`config.mk`:
```
export PLATFORM = sky130hd
export DESIGN_NAME = sorted_coeff_mac_flat
export DESIGN_NICKNAME = d
export VERILOG_FILES = /design/src/rtl/sorted_coeff_mac_pkg.sv /design/src/rtl/sorted_coeff_mac_if.sv /design/src/rtl/sorted_coeff_mac_suffix_pix_sum.sv /design/src/rtl/sorted_coeff_mac.sv /design/src/flat_wrapper.sv
export SDC_FILE = /design/constraint.sdc
export NUM_CORES = 1
export LEC_CHECK = 0
export ABC_AREA = 1
export CAP_MARGIN = 20
export CORE_MARGIN = 3
export CORE_UTILIZATION = 55
export CTS_BUF_LIST = sky130_fd_sc_hd__clkbuf_8
export DETAILED_ROUTE_END_ITERATION = 10
export GPL_TIMING_DRIVEN = 1
export PLACE_DENSITY = 0.76
export SYNTH_ARGS = -nofsm -noshare
export SYNTH_HDL_FRONTEND = slang
export SYNTH_SLANG_ARGS = --single-unit
```
`constraint.sdc`:
```
create_clock -name clk -period 19.05 [get_ports clk]
set_input_delay 3.81 -clock clk [delete_from_list [all_inputs] [get_ports clk]]
set_output_delay 3.81 -clock clk [all_outputs]
set_load 0.02 [all_outputs]
```
`src/rtl/sorted_coeff_mac_pkg.sv`:
```
// gabor_pe_pkg: widths, types and helpers shared by the sorted-coefficient MAC
package gabor_pe_pkg;
    localparam int KERNEL_SIZE = 11;
    localparam int IMAGE_SIZE  = 9;
    localparam int NUM_VALS    = 4;
    localparam int SEL_W       = $clog2(NUM_VALS);
    localparam int ACC_W       = KERNEL_SIZE - 1 + IMAGE_SIZE + $clog2(NUM_VALS) + 1;

    typedef logic [KERNEL_SIZE-1:0]              coef_t;
    typedef logic [IMAGE_SIZE-1:0]               pix_t;
    typedef logic [SEL_W-1:0]                    sel_t;
    typedef logic signed [ACC_W-1:0]             acc_t;
    typedef logic signed [IMAGE_SIZE+SEL_W:0]    sum_t;

    typedef enum logic [1:0] {IDLE, RUN, DONE} state_t;

    // True when any two sel entries point at the same kernel position
    function automatic logic has_dup(input sel_t [NUM_VALS-1:0] s);
        has_dup = 1'b0;
        for (int i = 0; i < NUM_VALS; i++)
            for (int j = i + 1; j < NUM_VALS; j++)
                if (s[i] == s[j]) has_dup = 1'b1;
    endfunction
endpackage

```
`src/rtl/sorted_coeff_mac_if.sv`:
```
// sorted_coeff_mac_if: window input and result output handshakes
interface sorted_coeff_mac_if;
    import gabor_pe_pkg::*;
    logic                 in_valid;
    logic                 in_ready;
    coef_t [NUM_VALS-1:0] sort_coef;
    sel_t  [NUM_VALS-1:0] sel;
    pix_t  [NUM_VALS-1:0] pix;
    logic                 out_valid;
    logic                 out_ready;
    acc_t                 result;
    logic                 sel_err;

    modport master (output in_valid, sort_coef, sel, pix, out_ready,
                    input  in_ready, out_valid, result, sel_err);
    modport slave  (input  in_valid, sort_coef, sel, pix, out_ready,
                    output in_ready, out_valid, result, sel_err);
endinterface

```
`src/rtl/sorted_coeff_mac_suffix_pix_sum.sv`:
```
// suffix_pix_sum: signed sum of pixels whose coefficient rank is >= rank
module suffix_pix_sum
    import gabor_pe_pkg::*;
(
    input  coef_t [NUM_VALS-1:0] coef,
    input  sel_t  [NUM_VALS-1:0] sel,
    input  pix_t  [NUM_VALS-1:0] pix,
    input  sel_t                 rank,
    output sum_t                 s_rank
);
    // Accumulate the suffix; a negative zero coefficient counts as positive
    always_comb begin
        s_rank = '0;
        for (int r = 0; r < NUM_VALS; r++) begin
            if (sel_t'(r) >= rank) begin
                s_rank = (coef[r][KERNEL_SIZE-1] && |coef[r][KERNEL_SIZE-2:0])
                       ? s_rank - sum_t'(pix[sel[r]])
                       : s_rank + sum_t'(pix[sel[r]]);
            end
        end
    end
endmodule

```
`src/rtl/sorted_coeff_mac.sv`:
```
// sorted_coeff_mac: differential-coefficient dot product, one rank per clock
module sorted_coeff_mac
    import gabor_pe_pkg::*;
(
    input  logic              clk,
    input  logic              rst_n,
    sorted_coeff_mac_if.slave bus
);
    localparam sel_t LAST = sel_t'(NUM_VALS - 1);

    state_t                state_q, state_d;
    sel_t                  rank_q, rank_d;
    acc_t                  acc_q, acc_d;
    acc_t                  result_q, result_d;
    logic                  sel_err_q, sel_err_d;
    coef_t [NUM_VALS-1:0]  coef_q, coef_d;
    sel_t  [NUM_VALS-1:0]  sel_q, sel_d;
    pix_t  [NUM_VALS-1:0]  pix_q, pix_d;
    sum_t                  s_rank;
    logic [KERNEL_SIZE-2:0] mag_cur, mag_prev;
    logic signed [KERNEL_SIZE-1:0] diff;
    acc_t                  step;

    suffix_pix_sum u_sum (
        .coef   (coef_q),
        .sel    (sel_q),
        .pix    (pix_q),
        .rank   (rank_q),
        .s_rank (s_rank)
    );

    // Signed difference keeps the sum exact even for unsorted magnitudes
    assign mag_cur  = coef_q[rank_q][KERNEL_SIZE-2:0];
    assign mag_prev = (rank_q == '0) ? '0 : coef_q[rank_q - sel_t'(1)][KERNEL_SIZE-2:0];
    assign diff     = $signed({1'b0, mag_cur}) - $signed({1'b0, mag_prev});
    assign step     = acc_t'(diff) * acc_t'(s_rank);

    assign bus.in_ready  = (state_q == IDLE);
    assign bus.out_valid = (state_q == DONE);
    assign bus.result    = result_q;
    assign bus.sel_err   = sel_err_q;

    // Window capture, rank iteration and result hand-off
    always_comb begin
        state_d   = state_q;
        rank_d    = rank_q;
        acc_d     = acc_q;
        result_d  = result_q;
        sel_err_d = sel_err_q;
        coef_d    = coef_q;
        sel_d     = sel_q;
        pix_d     = pix_q;
        case (state_q)
            IDLE: if (bus.in_valid) begin
                coef_d    = bus.sort_coef;
                sel_d     = bus.sel;
                pix_d     = bus.pix;
                acc_d     = '0;
                rank_d    = '0;
                sel_err_d = has_dup(bus.sel);
                state_d   = RUN;
            end
            RUN: begin
                acc_d  = acc_q + step;
                rank_d = rank_q + sel_t'(1);
                if (rank_q == LAST) begin
                    result_d = acc_q + step;
                    state_d  = DONE;
                end
            end
            DONE: if (bus.out_ready) state_d = IDLE;
            default: state_d = IDLE;
        endcase
    end

    // State registers; reset aborts any window in flight
    always_ff @(posedge clk or negedge rst_n) begin
        if (!rst_n) begin
            state_q   <= IDLE;
            rank_q    <= '0;
            acc_q     <= '0;
            result_q  <= '0;
            sel_err_q <= 1'b0;
            coef_q    <= '0;
            sel_q     <= '0;
            pix_q     <= '0;
        end else begin
            state_q   <= state_d;
            rank_q    <= rank_d;
            acc_q     <= acc_d;
            result_q  <= result_d;
            sel_err_q <= sel_err_d;
            coef_q    <= coef_d;
            sel_q     <= sel_d;
            pix_q     <= pix_d;
        end
    end
endmodule

```
`src/flat_wrapper.sv`:
```
// flat-port wrapper written by rule: the top's interface ports become plain ports
module sorted_coeff_mac_flat import gabor_pe_pkg::*;
  (clk, rst_n, bus_in_valid, bus_sort_coef, bus_sel, bus_pix, bus_out_ready, bus_in_ready, bus_out_valid, bus_result, bus_sel_err);
  sorted_coeff_mac_if bus_i ();
  input  logic clk;
  input  logic rst_n;
  input wire logic [$bits(bus_i.in_valid)-1:0] bus_in_valid;
  input wire logic [$bits(bus_i.sort_coef)-1:0] bus_sort_coef;
  input wire logic [$bits(bus_i.sel)-1:0] bus_sel;
  input wire logic [$bits(bus_i.pix)-1:0] bus_pix;
  input wire logic [$bits(bus_i.out_ready)-1:0] bus_out_ready;
  output wire logic [$bits(bus_i.in_ready)-1:0] bus_in_ready;
  output wire logic [$bits(bus_i.out_valid)-1:0] bus_out_valid;
  output wire logic [$bits(bus_i.result)-1:0] bus_result;
  output wire logic [$bits(bus_i.sel_err)-1:0] bus_sel_err;
  assign bus_i.in_valid = bus_in_valid;
  assign bus_i.sort_coef = bus_sort_coef;
  assign bus_i.sel = bus_sel;
  assign bus_i.pix = bus_pix;
  assign bus_i.out_ready = bus_out_ready;
  assign bus_in_ready = bus_i.in_ready;
  assign bus_out_valid = bus_i.out_valid;
  assign bus_result = bus_i.result;
  assign bus_sel_err = bus_i.sel_err;
  sorted_coeff_mac u_core (.clk(clk), .rst_n(rst_n), .bus(bus_i));
endmodule
```
---- After elaboration in Yosys (flattened, before gate mapping) ----
Index checks and enable logic that the tools add are counted.
word-level totals
  register bits ........................... 137
  input port bits ......................... 92
  output and inout bits ................... 25
  word-level logic and storage cells ...... 101
operators by class
  add/subtract/negate cells ............... 11
  multipliers ............................. 1
  $lt $le $gt $ge ......................... 10
  equality and inequality tests ........... 12
  muxes and demuxes ....................... 35
  reductions and logical operators ........ 15
operators by type and width
  cell                                                                                number
  12-bit 2-to-1 mux                                                                   8
  9-bit binary-select mux with 2-bit select                                           4
  11-bit binary-select mux with 2-bit select                                          2
  22-bit one-hot mux with 2 select lines                                              1
  10-bit OR reduction                                                                 4
  12-bit by 10-bit adder with 12-bit output                                           3
  9-bit 2-to-1 mux                                                                    4
  12-bit by 10-bit subtractor with 12-bit output                                      3
  10-bit 2-to-1 mux                                                                   3
  22-bit adder                                                                        1
  11-bit by 12-bit multiplier with 22-bit output                                      1
  22-bit 2-to-1 mux                                                                   1
  2-bit by 3-bit less-than comparator with 1-bit output, second input constant        6
  2-bit equality test                                                                 6
  10-bit by 10-bit subtractor with 11-bit output                                      1
  1-bit by 9-bit subtractor with 10-bit output, first input constant                  1
  2-bit 2-to-1 mux                                                                    4
  1-bit 2-to-1 mux                                                                    6
  2-bit one-hot mux with 3 select lines                                               1
  2-bit AND reduction                                                                 3
  2-bit equality test, second input constant                                          2
  1-bit by 2-bit greater-or-equal comparator with 1-bit output, first input constant  2
  2-bit greater-or-equal comparator, first input constant                             2
  1-bit logical AND                                                                   4
  9 further kinds                                                                     11

---- Longest topological paths before layout ----
Gate-level depths: netlist (run 1).
  word-level depth ........................ 17
  mapped depth ............................ 74
  gate-level depth less buffers ........... 73

---- Hierarchy ----
A second synthesis (run 1) with hierarchy kept.
unflattened totals
  cell total of the unflattened synthesis .. 2,249
  area total of the unflattened synthesis .. 15,934.0 sq um
modules (own cells, without submodules)
  module            instances  cells each  area each (sq um)  sequential area each (sq um)
  sorted_coeff_mac  1          1,543       12,191.7           3,428.3
  suffix_pix_sum    1          706         3,742.3            0.0

---- Least setup slack after synthesis (run 1) ----
OpenSTA, ideal clock, no wires.
  path kind ............................... register to register
  start ................................... register u_core.rank_q[0]
  end ..................................... register u_core.acc_q[21]
  setup time .............................. 0.118 ns
  data arrival time ....................... 10.998 ns
  required time ........................... 18.932 ns
  setup slack ............................. 7.934 ns
  cell stages (with the launch flop) ...... 60
  buffers on the path ..................... 4
  period minus slack after synthesis ...... 11.116 ns
  cells stage by stage .................... dfrtp_1 -> clkbuf_1 -> inv_1 -> clkbuf_1 -> clkbuf_1 -> ha_1 -> inv_1 -> clkbuf_1 -> a21oi_1 -> o21ai_0 -> inv_1 -> fa_1 -> inv_1 -> o21ai_0 -> inv_1 -> fa_1 -> o31ai_1 -> inv_1 -> (+24 left out) -> nand2_1 -> fa_1 -> inv_1 -> fa_1 -> fa_1 -> inv_1 -> fa_1 -> fa_1 -> inv_1 -> ha_1 -> inv_1 -> nor4_1 -> nand2_1 -> o311ai_0 -> xor2_1 -> nand3_2 -> nand3_1 -> nand2_1
on the way
  cells in the longest elaborated chain, start to end .. 14
  elaborated cells on any way between the ends .. 28
  classes of those cells .................. 9 x add/sub; 1 x mul; 4 x order compare; 13 x mux; 1 x reduce/logical
ends and longest elaborated chain
  what                                                                                                         RTL line                                                                      source
  from (decl)                                                                                                  sorted_coeff_mac.sv:12                                                        sel_t rank_q, rank_d;
  from (signal assigned)                                                                                       sorted_coeff_mac.sv:89                                                        rank_q <= rank_d;
  1-bit by 2-bit greater-or-equal comparator with 1-bit output                                                 sorted_coeff_mac_suffix_pix_sum.sv:15                                         if (sel_t'(r) >= rank) begin
  12-bit 2-to-1 mux                                                                                            sorted_coeff_mac_suffix_pix_sum.sv:15
  12-bit by 10-bit adder with 12-bit output or 12-bit by 10-bit subtractor with 12-bit output (tied branches)  sorted_coeff_mac_suffix_pix_sum.sv:18, sorted_coeff_mac_suffix_pix_sum.sv:17
  12-bit 2-to-1 mux                                                                                            sorted_coeff_mac_suffix_pix_sum.sv:17                                         ? s_rank - sum_t'(pix[sel[r]])
  12-bit 2-to-1 mux                                                                                            sorted_coeff_mac_suffix_pix_sum.sv:15
  12-bit by 10-bit adder with 12-bit output or 12-bit by 10-bit subtractor with 12-bit output (tied branches)  sorted_coeff_mac_suffix_pix_sum.sv:18, sorted_coeff_mac_suffix_pix_sum.sv:17
  12-bit 2-to-1 mux                                                                                            sorted_coeff_mac_suffix_pix_sum.sv:17
  12-bit 2-to-1 mux                                                                                            sorted_coeff_mac_suffix_pix_sum.sv:15
  12-bit by 10-bit adder with 12-bit output or 12-bit by 10-bit subtractor with 12-bit output (tied branches)  sorted_coeff_mac_suffix_pix_sum.sv:18, sorted_coeff_mac_suffix_pix_sum.sv:17
  12-bit 2-to-1 mux                                                                                            sorted_coeff_mac_suffix_pix_sum.sv:17
  12-bit 2-to-1 mux                                                                                            sorted_coeff_mac_suffix_pix_sum.sv:15
  11-bit by 12-bit multiplier with 22-bit output (*)                                                           sorted_coeff_mac.sv:36                                                        assign step = acc_t'(diff) * acc_t'(s_rank);
  22-bit adder (*)                                                                                             sorted_coeff_mac.sv:64                                                        acc_d = acc_q + step;
  22-bit one-hot mux with 2 select lines (*)                                                                   sorted_coeff_mac.sv:53                                                        case (state_q)
  to (signal assigned)                                                                                         sorted_coeff_mac.sv:81                                                        acc_q <= '0;
  to (signal assigned)                                                                                         sorted_coeff_mac.sv:90                                                        acc_q <= acc_d;
  to (decl)                                                                                                    sorted_coeff_mac.sv:13                                                        acc_t acc_q, acc_d;
Mark *: on every way between the ends. The rest lies on a longest branch, timed or not. The select of a mux whose other input is x is not followed.
A chain may end at the register's enable or synchronous reset.

---- Worst setup path after layout (run 1) ----
  start ................................... register u_core.rank_q[0]
  end ..................................... register u_core.result_q[21], in the netlist u_core.bus.result[21]
on the way
  cells in the longest elaborated chain, start to end .. 13
  elaborated cells on any way between the ends .. 29
  classes of those cells .................. 9 x add/sub; 1 x mul; 4 x order compare; 1 x eq/ne; 12 x mux; 2 x reduce/logical
ends and longest elaborated chain
  what                                                                                                         RTL line                                                                      source
  1-bit by 2-bit greater-or-equal comparator with 1-bit output                                                 sorted_coeff_mac_suffix_pix_sum.sv:15
  12-bit 2-to-1 mux                                                                                            sorted_coeff_mac_suffix_pix_sum.sv:15
  12-bit by 10-bit adder with 12-bit output or 12-bit by 10-bit subtractor with 12-bit output (tied branches)  sorted_coeff_mac_suffix_pix_sum.sv:18, sorted_coeff_mac_suffix_pix_sum.sv:17
  12-bit 2-to-1 mux                                                                                            sorted_coeff_mac_suffix_pix_sum.sv:17
  12-bit 2-to-1 mux                                                                                            sorted_coeff_mac_suffix_pix_sum.sv:15
  12-bit by 10-bit adder with 12-bit output or 12-bit by 10-bit subtractor with 12-bit output (tied branches)  sorted_coeff_mac_suffix_pix_sum.sv:18, sorted_coeff_mac_suffix_pix_sum.sv:17
  12-bit 2-to-1 mux                                                                                            sorted_coeff_mac_suffix_pix_sum.sv:17
  12-bit 2-to-1 mux                                                                                            sorted_coeff_mac_suffix_pix_sum.sv:15
  12-bit by 10-bit adder with 12-bit output or 12-bit by 10-bit subtractor with 12-bit output (tied branches)  sorted_coeff_mac_suffix_pix_sum.sv:18, sorted_coeff_mac_suffix_pix_sum.sv:17
  12-bit 2-to-1 mux                                                                                            sorted_coeff_mac_suffix_pix_sum.sv:17
  12-bit 2-to-1 mux                                                                                            sorted_coeff_mac_suffix_pix_sum.sv:15
  11-bit by 12-bit multiplier with 22-bit output                                                               sorted_coeff_mac.sv:36
  22-bit adder                                                                                                 sorted_coeff_mac.sv:67                                                        result_d = acc_q + step;
  to (signal assigned)                                                                                         sorted_coeff_mac.sv:91                                                        result_q <= result_d;
  to (decl)                                                                                                    sorted_coeff_mac.sv:14                                                        acc_t result_q, result_d;
Parallel ways exist; a longest one is shown, timed or not. The select of a mux whose other input is x is not followed.

==> flow_summary.ini, run 1 <==
[status]
status = finished clean

[worst_setup_path]
crit_type = register to register
worstPathArrival_ns = 13.01
cpPeakStageDelay_ns = 0.75
crit_slowest_cell = fa_1
crit_required_ns = 19.46
cp_common_cell = inv_1
crit_path_start_kind = register
r2r_slack_ns = 6.46
r2r_cells = 60
worst-path-buf-inv = 15
r2r-start = u_core.rank_q[0]
path_max_fanout = 39
critPathTopFamily = adder cells
crit_path_end_kind = register
rr_endpoint = u_core.bus.result[21]

[route]
ant_nets = 0
drc = 0
vias_per_cell = 5.50
first_iter_violations = 1126
dr.pass1.iters = 5
routedWlPerCell_um = 16.1
vias = 14700
drt_wl_total_mm = 43.1

[grt]
grtUsageTotal_pct = 28.6
grt_busiest_layer = met2
grt_pass1_vias = 14600
grt_pass1_wl_mm = 71.8
use_met3_pct = 5.70
grt_overflow_total = 0
grt_max_degree = 109
met2_usage_pct = 44.4
met1_usage_pct = 40.8
antenna_found_initial = 0

[final_layout]
final_layout_size_suffix_gt1_share_pct = 4.65
utilization_pct = 62.8
diodes = 0
final_net_count = 2625
syn_to_final_growth_pct = 10.9

[timing]
rsz0062_at_grt = false
fin_crit_ns = 12.59
setup-tns-final_ns = 0
worstMarginPinSlew_ns = 0.974
timing.fmax_mhz = 79.4
slew_headroom_pct = 35.0
period_share_pct = 66.1
setup_viol = 0
hold_violations = 0
slew_violations = 0
skew_ns = 0.0271

[run]
max_cap_violations = 0

[synthesis]
synthTopCellsByArea = dfrtp_1, fa_1, nand2_1
syn_nets = 2549
synth.top_cell.area_share_pct = 21.5
ys_ff_latch = 137
synth_top_cell_by_area = dfrtp_1
yosysUniqueCellTypes = 58
synth_edf_count = 0
syn-cell-area_um2 = 16000
synth_ff_type = dfrtp_1
yosysWarningCount = 0
ys_seq_area_share_pct = 21.5
synth_cells = 2210
postSynthAreaPerCell_um2 = 7.22
async_reset_ff_share_pct = 100

[min_path]
hold_path_class = register to register
hold_start = u_core.bus.result[6]
min_to = u_core.bus.result[6]
worstHoldPathCells = 2

[floorplan]
ios = 117
die-height_um = 176
die_area_um2 = 31100
coreArea_um2 = 28200
row_count = 61
die_x_um = 176
start_util_pct = 56.6

[clocking]
clk_pin_slew_ns = 0.11
cts_buffer_depth = 2
clk_latency_ns = 0.48
clock-root-buffer = clkbuf_8
ctsResizeCount = 0
cts_sinks = 137
cts_tree = built
post_cts_buffers = 0
ctsHtreeMaxLevel = 4
cts_hold_buf = 0
cts_made_buffers = 17

[place]
dpl.hpwl_mm = 34.8
io_buffer_count = 116
gp_congestion = 0.953
-- stage by stage --
stage	instance area (um2)	hold slack [ns]	instances	worst slack (ns)
after detailed placement	17300	0.460	2644	6.57
after floorplan	16000	0.441	2210	7.93
after global placement	17300	0.456	2644	6.98
after global routing	17700	0.521	2677	5.22
final	17700	0.481	2677	6.46
after CTS	17700	0.484	2676	6.51
-- final cells by class --
| cell class | instances | area, um2 |
|---|---|---|
| Multi-Input combinational cell | 1574 | 10500 |
| Sequential cell | 137 | 3430 |
| Fill cell | 2528 | 10500 |
| Clock buffer | 17 | 234 |
| Timing Repair Buffer | 125 | 1230 |
| Inverter | 431 | 1620 |
| Clock inverter | 15 | 173 |
| Tap cell | 378 | 473 |
-- synth_stat cells (3+ instances only) --
cell / number
and2_1: 5
nand2_1: 577
nor4_1: 9
buf_4: 5
nand3b_1: 3
o21bai_1: 5
or2_2: 9
nand3_1: 88
nand4_1: 8
clkinv_1: 8
dfrtp_1: 137
inv_1: 412
buf_6: 12
xnor2_1: 27
o21ai_0: 160
a21oi_1: 99
nor2_2: 7
inv_2: 9
buf_1: 3
buf_2: 5
clkbuf_1: 43
nor3_1: 11
nand3_2: 10
a22oi_1: 13
nor2_1: 160
nand2_2: 16
fa_1: 144
a31oi_1: 4
a32oi_1: 6
xor2_1: 39
o22ai_1: 31
ha_1: 103
o31ai_1: 8
-- logic make-up (layout without fill, tap and decap cells) --
kind of cell | after synthesis | after routing | synth area share [%]
muxes | 1 | 1 | 0.0706
and+or+nand+nor | 910 | 910 | 23.8
adders and majority gates | 248 | 248 | 26.2
AOI/OAI and AO/OA | 348 | 348 | 12.2
xor gates and xnor gates | 67 | 67 | 3.73
buffers and inverters | 499 | 588 | 12.5
DFF | 137 | 137 | 21.5
-- worst min-delay path, stage by stage (launching register included) --
cell,delay (ns)
dfrtp_1,0.36
nand2_1,0.05
nand2_1,0.05
-- cell usage in the layout (no fill, tap or decap), types with 31 or more instances in the layout --
master / synthesis / routed
nand2_1: 577 / 577
inv_1: 412 / 412
nor2_1: 160 / 160
o21ai_0: 160 / 160
fa_1: 144 / 144
dfrtp_1: 137 / 137
clkdlybuf4s50_1: 0 / 115
ha_1: 103 / 103
a21oi_1: 99 / 99
nand3_1: 88 / 88
xor2_1: 39 / 39
o22ai_1: 31 / 31
-- flip-flops by register name, indices dropped and copies added, names as in the netlist --
name,cells
u_core.acc_q,22
u_core.bus.sel_err,1
u_core.bus.result,22
u_core.state_q,2
u_core.pix_q,36
u_core.sel_q,8
u_core.rank_q,2
u_core.coef_q,44
-- worst max-delay path by stage --
stage / startpoint / endpoint / depth (start not counted)
finish: u_core.rank_q[0] / u_core.bus.result[21] / 60
floorplan: u_core.rank_q[0] / u_core.acc_q[21] / 59
CTS: u_core.rank_q[0] / u_core.acc_q[21] / 60
detailed placement: u_core.rank_q[0] / u_core.bus.result[21] / 60
global placement: u_core.rank_q[0] / u_core.bus.result[21] / 60
global route: u_core.rank_q[0] / u_core.bus.result[19] / 67
-- layer usage --
layer / vias to the layer above / part of all wire [%]
met1: 7041 / 44
met5: - / 0
li1: 7031 / -
met2: 585 / 45
met3: 71 / 8.6
met4: 0 / 2.3
Power of run 1 is left out: the tool's default activity adds up to more than one toggle a clock period on the data nets, which glitch-free logic cannot reach.
==> run 2: changes to the inputs <==
--- a/config.mk
+++ b/config.mk
@@ -12,7 +12,7 @@
 export CTS_BUF_LIST = sky130_fd_sc_hd__clkbuf_8
 export DETAILED_ROUTE_END_ITERATION = 10
 export GPL_TIMING_DRIVEN = 1
-export PLACE_DENSITY = 0.76
+export PLACE_DENSITY = 0.79
 export SYNTH_ARGS = -nofsm -noshare
 export SYNTH_HDL_FRONTEND = slang
 export SYNTH_SLANG_ARGS = --single-unit
==> constraint.sdc (replaced) <==
create_clock -name clk -period 11 [get_ports clk]
set_input_delay 2.2 -clock clk [delete_from_list [all_inputs] [get_ports clk]]
set_output_delay 2.2 -clock clk [all_outputs]
set_load 0.02 [all_outputs]
==> flow_summary.ini, run 2 (same netlist as run 1, synthesis figures left out) <==
[timing]
period_share_pct = 96.5
worstMarginPinSlew_ns = 1.05
slew_headroom_pct = 29.6
skew_ns = 0.0255
hold_violations = 0
setup_viol = 0
hold-worst-slack_ns = 0.485
rsz0062_at_grt = true
fin_crit_ns = 10.62
slew_violations = 0
timing.fmax_mhz = 94.2

[status]
status = complete, but fails checks
violations = design-rule violations

[run]
max_cap_violations = 0

[final_layout]
final_common_cell = nand2_1
final_net_count = 2705
utilization_pct = 67.0
syn_to_final_growth_pct = 18.3
largest_register = u_core.coef_q
diodes = 0
final_layout_size_suffix_gt1_share_pct = 12.1
fillers = 2296
largest_registers = u_core.coef_q (44), u_core.pix_q (36)
layout_common_cells = nand2_1, inv_1, nor2_1
largest_reg_flops = 44

[worst_setup_path]
cp_common_cell = nor2_2
crit_path_start_kind = register
path_max_fanout = 6
crit_slowest_cell = fa_1
crit_type = register to register
cpPeakStageDelay_ns = 0.53
crit_required_ns = 11.40
worstPathArrival_ns = 11.02
crit_path_end_kind = register

[grt]
use_met3_pct = 4.77
met1_usage_pct = 41.6
grt_busiest_layer = met2
met2_usage_pct = 45.6
grt_pass1_vias = 14800
grt_max_degree = 78
grt_overflow_total = 0
grtUsageTotal_pct = 28.9
antenna_found_initial = 0
grt_pass1_wl_mm = 73.1

[floorplan]
die-height_um = 176
ios = 117
die_x_um = 176
row_count = 61
start_util_pct = 56.6
coreArea_um2 = 28200
die_area_um2 = 31100

[clocking]
cts_tree = built
cts_buffer_depth = 2
clk_pin_slew_ns = 0.10
cts_made_buffers = 17
clk_latency_ns = 0.47
cts_sinks = 137
ctsHtreeMaxLevel = 4
cts_hold_buf = 0
clock-root-buffer = clkbuf_8

[route]
drt_wl_total_mm = 45.3
drc = 1
vias = 15200
dr.pass1.iters = 9
first_iter_violations = 1474
routedWlPerCell_um = 16.4
ant_nets = 0
vias_per_cell = 5.50

[min_path]
hold_path_class = register to register

[place]
dpl.hpwl_mm = 35.2
io_buffer_count = 116
gp_congestion = 0.964
[run 2: worst max-delay path, delay by kind of cell, from the launching register on]
| family | cells | cell delay [ns] |
|---|---|---|
| AO/OA/AOI/OAI | 13 | 1.91 |
| AND/OR/NAND/NOR | 26 | 2.92 |
| adder cells (fa/ha/maj) | 10 | 4.10 |
| XOR/XNOR | 1 | 0.23 |
| flip-flops | 1 | 0.47 |
| buffers and inverters | 13 | 0.91 |
[run 2: metrics by stage]
| stage | std cells | instance area (um2) | setup TNS (ns) | worst slack (ns) |
|---|---|---|---|---|
| 5_1_grt | 2757 | 18900 | -1.02 | -0.242 |
| 4_1_cts | 2729 | 18100 | 0 | 0.00214 |
| 2_1_floorplan | 2210 | 16000 | 0 | 0.0330 |
| 3_3_place_gp | 2695 | 17700 | 0 | 0.193 |
| 6_report | 2757 | 18900 | 0 | 0.385 |
| 3_5_place_dp | 2695 | 17700 | -0.605 | -0.214 |
[run 2: final timing paths]
check	startpoint	to	slack, ns	cells after the start
setup reg to reg	u_core.sel_q[0]	u_core.bus.result[19]	0.38	63
setup / recovery	u_core.sel_q[0]	u_core.bus.result[19]	0.38	63
hold / removal	u_core.bus.result[6]	u_core.bus.result[6]	0.49	2
max in group asynchronous	rst_n	u_core.acc_q[8]	7.91	2
min in group asynchronous	rst_n	u_core.sel_q[7]	1.71	1
hold reg to reg	u_core.bus.result[6]	u_core.bus.result[6]	0.49	2
[run 2: what timing repair did]
item                                    CTS  global route
setup buffers                             2            28
endpoints found under the setup margin    4            19
endpoints found under the hold margin     0             0
pin swaps                                 4            80
gates resized for setup                   7           149
[run 2: layout make-up]
type / instances / area (um2) / share of cell area (%)
clock buffers: 17 / 234 / 1.24
clock inverters: 15 / 178 / 0.942
inverters: 431 / 1640 / 8.67
repair buffers: 205 / 1880 / 9.94
multi-input cells: 1574 / 11000 / 58.5
flip-flops and latches: 137 / 3430 / 18.2
well taps: 378 / 473 / 2.51
[run 2: per-layer routing]
layer / part of all wire, % / vias up
li1: - / 7179
met1: 44 / 7260
met2: 46 / 644
met3: 7.8 / 91
met4: 2.2 / 0
met5: 0 / -
Power of run 2 is left out for the same reason.
==> run 3: changes to the inputs <==
--- a/config.mk
+++ b/config.mk
@@ -13,6 +13,7 @@
 export DETAILED_ROUTE_END_ITERATION = 10
 export GPL_TIMING_DRIVEN = 1
 export PLACE_DENSITY = 0.79
+export SETUP_SLACK_MARGIN = 0.3
 export SYNTH_ARGS = -nofsm -noshare
 export SYNTH_HDL_FRONTEND = slang
 export SYNTH_SLANG_ARGS = --single-unit
==> flow_summary.ini, run 3 (same netlist as run 1, synthesis figures left out) <==
[worst_setup_path]
cpPeakStageDelay_ns = 0.57
crit_path_start_kind = register
crit_required_ns = 11.40
cp_common_cell = inv_2
path_max_fanout = 5
crit_path_end_kind = register
crit_slowest_cell = fa_2
worstPathArrival_ns = 11.13
crit_type = register to register
critPathTopFamily = adder cells
worst-path-buf-inv = 13

[floorplan]
row_count = 61
coreArea_um2 = 28200
start_util_pct = 56.6
ios = 117
die-height_um = 176
die_area_um2 = 31100
die_x_um = 176

[final_layout]
layout_common_cells = nand2_1, inv_1, nor2_1
final_net_count = 2695
largest_register = u_core.coef_q
largest_reg_flops = 44
fin_cells = 2747
final_layout_size_suffix_gt1_share_pct = 13.2
syn_to_final_growth_pct = 19.5
largest_registers = u_core.coef_q (44), u_core.pix_q (36)
diodes = 0
finalInstanceArea_um2 = 19100
final_common_cell = nand2_1

[route]
drc = 0
drt_wl_total_mm = 46.8
ant_nets = 0
routedWlPerCell_um = 17.0
vias = 15400
dr.pass1.iters = 6
vias_per_cell = 5.60
first_iter_violations = 1703

[timing]
slew_headroom_pct = 22.3
worstMarginPinSlew_ns = 1.16
hold-worst-slack_ns = 0.485
setup_viol = 0
fin_crit_ns = 10.73
slew_violations = 0
period_share_pct = 97.6
timing.fmax_mhz = 93.2
skew_ns = 0.0226
rsz0062_at_grt = true
fin_ws_ns = 0.268
hold_violations = 0

[min_path]
hold_path_class = register to register

[grt]
grt_max_degree = 74
antenna_found_initial = 0
grt_pass1_wl_mm = 74.5
grt_pass1_vias = 15000
grtUsageTotal_pct = 29.5
grt_overflow_total = 0

[clocking]
cts_sinks = 137
clock-root-buffer = clkbuf_8
clk_latency_ns = 0.47
ctsHtreeMaxLevel = 4
cts_tree = built
clk_pin_slew_ns = 0.10
cts_buffer_depth = 2
cts_made_buffers = 17
cts_hold_buf = 0

[status]
status = finished clean

[place]
gp_congestion = 0.957
place_inst = 2678
placed_cell_area_um2 = 17500
dpl.hpwl_mm = 35.9
dpl_worst_slack_ns = -0.143
io_buffer_count = 116

[run]
max_cap_violations = 0
-- run 3: changes by cell type in the layout (fill, tap and decap cells not counted), moves of 9 or more --
cell and change:
inv_1 -13, nand3_1 -12, nand3_2 +12, buf_4 -10, inv_2 +9
-- run 3: worst paths after layout --
path                                      start               endpoint  slack [ns]  cells past startpoint
setup / recovery               u_core.coef_q[6]  u_core.bus.result[19]        0.27                     64
hold / removal             u_core.bus.result[6]   u_core.bus.result[6]        0.48                      2
setup reg to reg               u_core.coef_q[6]  u_core.bus.result[19]        0.27                     64
hold reg to reg            u_core.bus.result[6]   u_core.bus.result[6]        0.48                      2
max in group asynchronous                 rst_n  u_core.bus.result[11]        7.90                      2
min in group asynchronous                 rst_n        u_core.sel_q[7]        1.74                      1
-- run 3: area by class of cell --
class	count	area, um2
clock inverters	14	194
multi-input cells	1574	11200
well taps	378	473
clock buffers	18	248
inverters	431	1640
flip-flops and latches	137	3430
repair buffers	195	1840
fillers	2239	9100
-- run 3: metal layers --
layer / GRT usage (%) / part of all wire (%) / vias to the layer above
li1: - / - / 7173
met1: 43.0 / 44 / 7403
met2: 47.3 / 46 / 724
met3: 3.81 / 8.0 / 74
met4: 6.27 / 1.8 / 0
met5: 0 / 0 / -
-- run 3: metrics by stage --
step	utilization, %	setup TNS [ns]
floorplan	-	0
CTS	64.1	0
finish	67.7	0
global placement	62.3	-0.0506
global route	67.7	-1.65
detailed placement	62.3	-0.491
-- run 3: worst min-delay path, delay by kind of cell, from the launching register on --
family	cells	cell delay, ns
flops	1	0.35
simple gates	2	0.10
-- run 3: timing repair --
action,4_1_cts,5_1_grt
pin swaps,5,115
hold endpoints to repair,0,0
endpoints found under the setup margin,13,19
gates resized for setup,14,193
setup buffers,2,35
Power of run 3 is left out for the same reason.
